**config.mk**
```make
export PLATFORM = sky130hd
export DESIGN_NAME = l1_refill_arbiter
export DESIGN_NICKNAME = d
export VERILOG_FILES = /design/src/rtl/l1_refill_arbiter.sv
export SDC_FILE = /design/constraint.sdc
export NUM_CORES = 1
export LEC_CHECK = 0
export ABC_AREA = 1
export CAP_MARGIN = 20
export CORE_ASPECT_RATIO = 0.7
export CORE_MARGIN = 5
export CORE_UTILIZATION = 38
export DETAILED_ROUTE_END_ITERATION = 10
export PLACE_DENSITY = 0.9
export SLEW_MARGIN = 5
export SYNTH_ARGS = -nofsm -noshare
export SYNTH_HDL_FRONTEND = slang
export SYNTH_SLANG_ARGS = --single-unit
```
**constraint.sdc**
```tcl
create_clock -name clk -period 3.2 [get_ports clk]
set_input_delay 0.96 -clock clk [delete_from_list [all_inputs] [get_ports clk]]
set_output_delay 0.96 -clock clk [all_outputs]
set_load 0.005 [all_outputs]
```
**src/rtl/l1_refill_arbiter.sv**
```systemverilog
// Shares the single memory port between L1 I-cache and D-cache misses: one 4-beat refill or one write per grant.
// Optional build macro ARB_ROUND_ROBIN_EN selects alternating priority instead of D-priority with starvation guard.
module l1_refill_arbiter #(
  parameter int unsigned BEATS        = 4,
  parameter int unsigned STARVE_LIMIT = 3
) (
  input  logic        clk,
  input  logic        rst,
  input  logic        i_req,
  input  logic [31:0] i_addr,
  input  logic        d_req,
  input  logic        d_write,
  input  logic [31:0] d_addr,
  input  logic [31:0] d_wdata,
  input  logic [3:0]  d_wstrb,
  output logic        i_rvalid,
  output logic        d_rvalid,
  output logic [31:0] i_rdata,
  output logic [31:0] d_rdata,
  output logic        i_done,
  output logic        d_done,
  output logic        mem_req,
  output logic        mem_write,
  output logic [31:0] mem_addr,
  output logic [1:0]  mem_len,
  output logic [31:0] mem_wdata,
  output logic [3:0]  mem_wstrb,
  input  logic        mem_gnt,
  input  logic        mem_rvalid,
  input  logic [31:0] mem_rdata,
  input  logic        mem_bdone
);

  localparam int unsigned AW = 32;
  localparam int unsigned LW = 2;
`ifndef ARB_ROUND_ROBIN_EN
  localparam int unsigned CW = $clog2(STARVE_LIMIT + 1);
`endif

  localparam logic [2:0] S_IDLE  = 3'd0;
  localparam logic [2:0] S_ISSUE = 3'd1;
  localparam logic [2:0] S_DATA  = 3'd2;
  localparam logic [2:0] S_WRESP = 3'd3;
  localparam logic [2:0] S_DONE  = 3'd4;

  localparam logic OWN_I = 1'b0;
  localparam logic OWN_D = 1'b1;

  localparam logic [AW-1:0] LINE_MASK = 32'hFFFF_FFF0;

  logic [2:0]    state, state_d;
  logic          owner, owner_d;
  logic [LW-1:0] beat, beat_d;
  logic          skip, skip_d;
  logic          i_req_q, d_req_q;
  logic          win_i, win_d;
  logic          mem_req_d, mem_write_d, i_done_d, d_done_d;
  logic [AW-1:0] mem_addr_d, mem_wdata_d;
  logic [LW-1:0] mem_len_d;
  logic [3:0]    mem_wstrb_d;
  logic          beat_hit;
`ifndef ARB_ROUND_ROBIN_EN
  logic [CW-1:0] starve_cnt, starve_cnt_d;
`endif

  // Read beats bypass straight to the owning cache; nothing leaks outside DATA.
  assign beat_hit = (state == S_DATA) && mem_rvalid;
  assign i_rvalid = beat_hit && (owner == OWN_I);
  assign d_rvalid = beat_hit && (owner == OWN_D);
  assign i_rdata  = i_rvalid ? mem_rdata : '0;
  assign d_rdata  = d_rvalid ? mem_rdata : '0;

  // State register and registered outputs.
  always_ff @(posedge clk or negedge rst) begin
    if (!rst) begin
      state     <= S_IDLE;
      owner     <= OWN_I;
      beat      <= '0;
      skip      <= 1'b0;
      i_req_q   <= 1'b0;
      d_req_q   <= 1'b0;
      mem_req   <= 1'b0;
      mem_write <= 1'b0;
      mem_addr  <= '0;
      mem_len   <= '0;
      mem_wdata <= '0;
      mem_wstrb <= '0;
      i_done    <= 1'b0;
      d_done    <= 1'b0;
`ifndef ARB_ROUND_ROBIN_EN
      starve_cnt <= '0;
`endif
    end else begin
      state     <= state_d;
      owner     <= owner_d;
      beat      <= beat_d;
      skip      <= skip_d;
      i_req_q   <= i_req;
      d_req_q   <= d_req;
      mem_req   <= mem_req_d;
      mem_write <= mem_write_d;
      mem_addr  <= mem_addr_d;
      mem_len   <= mem_len_d;
      mem_wdata <= mem_wdata_d;
      mem_wstrb <= mem_wstrb_d;
      i_done    <= i_done_d;
      d_done    <= d_done_d;
`ifndef ARB_ROUND_ROBIN_EN
      starve_cnt <= starve_cnt_d;
`endif
    end
  end

  // Next-state, arbitration and output decode.
  always_comb begin
    state_d     = state;
    owner_d     = owner;
    beat_d      = beat;
    skip_d      = 1'b0;
    win_i       = 1'b0;
    win_d       = 1'b0;
    mem_req_d   = mem_req;
    mem_write_d = mem_write;
    mem_addr_d  = mem_addr;
    mem_len_d   = mem_len;
    mem_wdata_d = mem_wdata;
    mem_wstrb_d = mem_wstrb;
    i_done_d    = 1'b0;
    d_done_d    = 1'b0;
`ifndef ARB_ROUND_ROBIN_EN
    starve_cnt_d = starve_cnt;
`endif

    case (state)
      S_IDLE: begin
        // The cycle right after DONE still sees the finished owner's req; skip it.
        if (!skip) begin
`ifdef ARB_ROUND_ROBIN_EN
          win_d = d_req_q && (!i_req_q || (owner == OWN_I));
`else
          win_d = d_req_q && !(i_req_q && (starve_cnt == CW'(STARVE_LIMIT)));
`endif
          win_i = i_req_q && !win_d;
        end
        if (win_d) begin
          owner_d     = OWN_D;
          state_d     = S_ISSUE;
          mem_req_d   = 1'b1;
          mem_write_d = d_write;
          mem_addr_d  = d_write ? d_addr : (d_addr & LINE_MASK);
          mem_len_d   = d_write ? '0 : LW'(BEATS - 1);
          mem_wdata_d = d_wdata;
          mem_wstrb_d = d_wstrb;
        end else if (win_i) begin
          owner_d     = OWN_I;
          state_d     = S_ISSUE;
          mem_req_d   = 1'b1;
          mem_write_d = 1'b0;
          mem_addr_d  = i_addr & LINE_MASK;
          mem_len_d   = LW'(BEATS - 1);
          mem_wdata_d = '0;
          mem_wstrb_d = '0;
        end
`ifndef ARB_ROUND_ROBIN_EN
        if (win_i || !i_req_q) begin
          starve_cnt_d = '0;
        end else if (win_d && (starve_cnt != CW'(STARVE_LIMIT))) begin
          starve_cnt_d = starve_cnt + CW'(1);
        end
`endif
      end
      S_ISSUE: begin
        beat_d = '0;
        if (mem_gnt) begin
          mem_req_d = 1'b0;
          state_d   = mem_write ? S_WRESP : S_DATA;
        end
      end
      S_DATA: begin
        if (mem_rvalid) begin
          beat_d = beat + LW'(1);
          if (beat == LW'(BEATS - 1)) begin
            state_d  = S_DONE;
            i_done_d = (owner == OWN_I);
            d_done_d = (owner == OWN_D);
          end
        end
      end
      S_WRESP: begin
        if (mem_bdone) begin
          state_d  = S_DONE;
          d_done_d = (owner == OWN_D);
          i_done_d = (owner == OWN_I);
        end
      end
      S_DONE: begin
        state_d = S_IDLE;
        skip_d  = 1'b1;
      end
      default: state_d = S_IDLE;
    endcase
  end

endmodule

```
; ---- Word level (Yosys, flattened, before mapping)
; Index checks and enable logic that the tools add are counted.
[totals]
register_bits = 85
inputBits = 140
output_inout_bits = 140
wordCells = 95
[op_classes]
add_sub_neg = 2
eq_ne = 12
mux = 44
bitwise_logic = 1
n_reduce_logical = 21
[ops]
columns = operator, count
row1 = two-way mux 32 bit, 6
row2 = two-way mux 1 bit, 18
row3 = two-way mux 3 bit, 6
row4 = two-way mux 2 bit, 6
row5 = two-way mux 4 bit, 3
row6 = one-hot mux 3 bit (4 select lines), 1
row7 = != test 2 bit (second input constant), 4
row8 = nonzero test 2 bit, 4
row9 = logical AND 1 bit, 7
row10 = equality test 3 x 2 -> 1 bit (second input constant), 2
row11 = one-hot mux 1 bit (2 select lines), 3
row12 = AND reduction 2 bit, 3
row13 = AND reduction 5 bit, 1
row14 = adder 2 x 1 -> 2 bit (second input constant), 2
row15 = equality test 2 bit (second input constant), 2
row16 = one-hot mux 2 bit (2 select lines), 1
row17 = equality test 3 x 1 -> 1 bit (second input constant), 1
row18 = equality test 3 bit (second input constant), 1
row19 = logical NOT 1 bit, 3
row20 = logical NOT 3 bit, 1
row21 = != test 3 x 1 -> 1 bit (second input constant), 1
row22 = AND reduction 3 bit, 1
row23 = != test 2 x 1 -> 1 bit (second input constant), 1
row24 = logical OR 1 bit, 1
row25 = inverter 1 bit, 1

; ---- Longest topological paths before layout
[depth]
word_depth = 11
mapped_depth = 9

; ---- Worst setup path before layout
; OpenSTA, ideal clock, no wires.
[synth_timing]
kind = input to output
startpoint = in mem_rvalid
endpoint = out d_rdata[22]
arrival_time_ns = 1.588
required_ns = 2.240
path_slack_ns = 0.652
stages = 5
path_buffers = 1
path_cell_list = inv_1 > nor2_2 > nand2_1 > buf_2 > nor2_1
[synth_via]
elab_chain_cells = 3
[synth_lines]
columns = item, line_no
row1 = from (decl), 29  ; input logic mem_rvalid,
row2 = logical AND 1 bit, 67  ; assign beat_hit = (state == S_DATA) && mem_rvalid;
row3 = logical AND 1 bit, 69  ; assign d_rvalid = beat_hit && (owner == OWN_D);
row4 = two-way mux 32 bit, 71  ; assign d_rdata = d_rvalid ? mem_rdata : '0;
row5 = to (decl), 19  ; output logic [31:0] d_rdata,
; Every way passes these cells.

; ---- Final worst setup path
[layout_timing]
startpoint = in mem_rvalid
endpoint = out i_rvalid
[layout_via]
elab_chain_cells = 2
[layout_lines]
columns = item, line_no
row1 = logical AND 1 bit, 67
row2 = logical AND 1 bit, 68  ; assign i_rvalid = beat_hit && (owner == OWN_I);
row3 = to (decl), 16  ; output logic i_rvalid,
; Every way passes these cells.

==> metrics.csv <==
stage,metric,value,unit
clock_tree,cts_buffers,9,
routing,vias,4335,
timing,fmax,0.3188,GHz
synth,synth_cell_types,21,
timing,fin_crit_sh,98.02,%
worst_setup_path,worst_r2r_endpoint,mem_addr[27]$_DFFE_PN0P_,
global_route,grt_max_degree,47,
synth,synth_area,4020,um2
worst_setup_path,worstPathRequired,2.24,ns
worst_setup_path,cp-startpoint,mem_rvalid,
placement,postPlaceCellArea,6905,um2
worst_setup_path,crit_family,buffers and inverters,
floorplanning,die_w,132.9,um
global_route,grt_pass1_wl,21.09,mm
worst_setup_path,setup.worst_path.end,i_rvalid,
power,vdd_drop_max,0.5084,mV
worst_setup_path,arrival,2.18,ns
worst_setup_path,worstPathMaxFanout,33,
routing,vias_per_cell,4.446,
worst_setup_path,reg2reg_depth,9,
final_layout,antenna_cells,0,
synth,netlist_top_cells_area,"dfrtp_1, nand2_1, nor2_1",
synth,synth_xor_area_share,0,%
clock_tree,path_clk_slew,0.07,ns
synth,syn_nets,711,
synth,synth.top_cells.by_count,"nand2_1, dfrtp_1, nor2_1, inv_1, buf_2",
placement,portBuffers,275,
clock_tree,post-cts-setup-buffers,0,
power,leakage,4.226,nW
synth,synth-edff-count,0,
synth,avgSynthCellArea,7.065,um2
final_layout,nets,980,
worst_setup_path,start_kind,input pin,
worst_setup_path,crit_chain,clkdlybuf4s15_1 > inv_2 > nor2_4 > nand2_2 > buf_12 > inv_1 > clkdlybuf4s50_1,
global_route,antenna_found_initial,0,
routing,wirelength,14.13,mm
job,maxCapViolCount,0,
routing,dr.pass1.iters,4,
worst_setup_path,reg2reg_slack,1.27,ns
worst_setup_path,path_depth,7,
synth,synthArstFlopShare,100.0,%
routing,ant_nets,0,
worst_setup_path,slowest_delay,0.49,ns
synth,synthAdderAreaFrac,0.6225,%
timing,max-slew-margin-rel,47.85,%
final_layout,design_area,7287,um2
timing,hold_viol_final,0,
worst_setup_path,critPathBufInv,5,
synth,synth_flop_cell,dfrtp_1,
floorplanning,die_area,12770,um2
clock_tree,clock_sinks,84,
clock_tree,cts-root-buf,clkbuf_16,
global_route,first_global_vias,4201,
power,p_per_area,719.5,nW/um2
timing,fin_ws,0.06343,ns
synth,synth.area.mux_share,0,%
final_layout,layoutNonFillerInstCount,975,
timing,slew_violations,0,
timing,setup-tns-final,0,ns
worst_setup_path,cp_slowest_cell,clkdlybuf4s50_1,
synth,synth.most_common_cell,nand2_1,
floorplanning,die_h,96.06,um
floorplanning,core_area,10360,um2
synth,yosys.area_share.simple,37.66,%
synth,synth_top_family_by_area,simple AND/OR/NAND/NOR gates,
synth,synth_top_area_share,52.29,%
placement,place.gp.congestion,0.8285,
routing,first_iter_violations,225,
synth,synth-seq-cells,84,
timing,worstMarginPinSlew,0.7804,ns
floorplanning,io_pins,280,
worst_setup_path,crit_path_end_kind,output pin,
routing,drc_errors,0,
floorplanning,row_count,31,
final_layout,drive_above_1_share,4.864,%
placement,hpwl,10.59,mm
synth,yosysWarnings,0,
synth,synth_compound_area_share,1.494,%
clock_tree,tritoncts,done,
placement,dp_slack,-0.3944,ns
clock_tree,hold_buffers,0,
global_route,grt_overflow,0,
worst_setup_path,reg2reg_from,starve_cnt[0]$_DFFE_PN0P_,
floorplanning,start_util,38.82,%
synth,ys_seq_area_share,52.29,%
final_layout,area_growth_syn_to_layout,81.26,%
clock_tree,htreeDepth,3,
global_route,gr-usage-all-layers,20.84,%
timing,period_minus_slack,3.137,ns
clock_tree,worst_skew_pair.late_latency,0.33,ns
timing,rsz0062_at_grt,false,
worst_hold_path,hold_class,reg -> reg,
timing,skew,0.009055,ns
synth,netlist_instances,569,
run_status,status,finished clean,
synth,synth_area_leader_cell,dfrtp_1,
routing,avgRoutedWirePerCell,14.49,um
placement,dp_cells,958,
worst_setup_path,worstSetupPathType,in -> out,
timing,finalSetupViolCount,0,
clock_tree,cts_buffer_depth,2,
## worst min path at each step
| stage | from | endpoint | slack, ns | cells past startpoint |
|---|---|---|---|---|
| final | mem_wdata[3]$_DFFE_PN0P_ | mem_wdata[3]$_DFFE_PN0P_ | 0.47 | 2 |
| after global routing | mem_wdata[6]$_DFFE_PN0P_ | mem_wdata[6]$_DFFE_PN0P_ | 0.50 | 2 |
| after CTS | owner$_DFFE_PN0P_ | i_done$_DFF_PN0_ | 0.46 | 1 |
| after detailed placement | owner$_DFFE_PN0P_ | i_done$_DFF_PN0_ | 0.44 | 1 |
| after global placement | owner$_DFFE_PN0P_ | i_done$_DFF_PN0_ | 0.44 | 1 |
| after floorplan | owner$_DFFE_PN0P_ | i_done$_DFF_PN0_ | 0.42 | 1 |
## stage by stage
stage	hold WS, ns	power, mW	util [%]
after floorplan	0.4213	2.768	-
after global placement	0.4352	4.154	66.68
after detailed placement	0.4359	4.227	66.68
after CTS	0.4628	5.313	69.77
after global routing	0.4956	5.628	70.36
final	0.4713	5.243	70.36
## sequential cells by signal (all words and copies together), names as in the netlist, 2 cells and up
register / count
beat: 2
mem_addr: 32
mem_wdata: 32
mem_wstrb: 4
starve_cnt: 2
state: 3
## repair_timing
item	4_1_cts	5_1_grt
gates resized for setup	65	25
cloned	1	0
pin swaps	1	0
endpoints found under the setup margin	66	23
## placed cells by master (no fill, tap or decap)
cell type / synthesis / final
clkdlybuf4s15_1: 0 / 10
clkbuf_16: 0 / 9
o21bai_1: 1 / 1
clkdlybuf4s15_2: 0 / 5
inv_6: 0 / 2
inv_1: 47 / 46
a21oi_1: 2 / 2
dlygate4sd2_1: 0 / 28
o21ai_1: 1 / 1
clkinvlp_4: 0 / 1
dfrtp_1: 84 / 84
nand2_1: 310 / 308
clkbuf_8: 0 / 1
bufinv_16: 0 / 1
buf_4: 3 / 6
nand3_1: 4 / 4
nand4_1: 1 / 1
nand2_4: 0 / 1
nor2_2: 2 / 1
nor2_4: 1 / 3
nor3_1: 1 / 1
o21ai_0: 5 / 5
bufbuf_16: 0 / 1
buf_12: 0 / 3
nor2_1: 77 / 76
nand2_2: 1 / 2
clkdlybuf4s50_1: 0 / 209
clkinv_4: 0 / 1
inv_2: 2 / 3
dlymetal6s2s_1: 0 / 22
ha_1: 2 / 2
clkinv_2: 0 / 1
o22ai_1: 2 / 2
## cells by family (layout without fill, tap and decap cells)
family	after synthesis	in the layout
buf+inv	75	349
simple gates	397	397
compound gates	11	11
fa+ha+maj	2	2
flops	84	84
## worst min-delay path: stages, from the launching register on
cell and delay, ns:
dfrtp_1 0.34, nand2_1 0.05, nand2_1 0.05
## routing by layer
layer	up-vias	GRT usage [%]	routed length (um)
met3	15	9.143	1402
met5	-	0	0
met4	0	4.758	154
li1	2205	-	-
met2	160	36.70	6923
met1	1955	23.72	5645
## cell type report
cell class	count	area (um2)
clock buffer	10	239.0
clock inverter	6	68.82
fill	830	3069
inverter	49	183.9
multi-input combinational	410	1622
sequential	84	2102
tap	132	165.2
timing repair buffer	284	2907
## power breakdown
group | leakage (nW) | total, mW | internal [mW] | switching (mW)
combinational | 3.01 | 2.41 | 1.27 | 1.14
clock | 0.149 | 1.06 | 0.631 | 0.428
sequential | 1.06 | 1.77 | 1.51 | 0.258
total | 4.23 | 5.24 | 3.42 | 1.83
No activity file was read; power rests on OpenSTA's default activity.
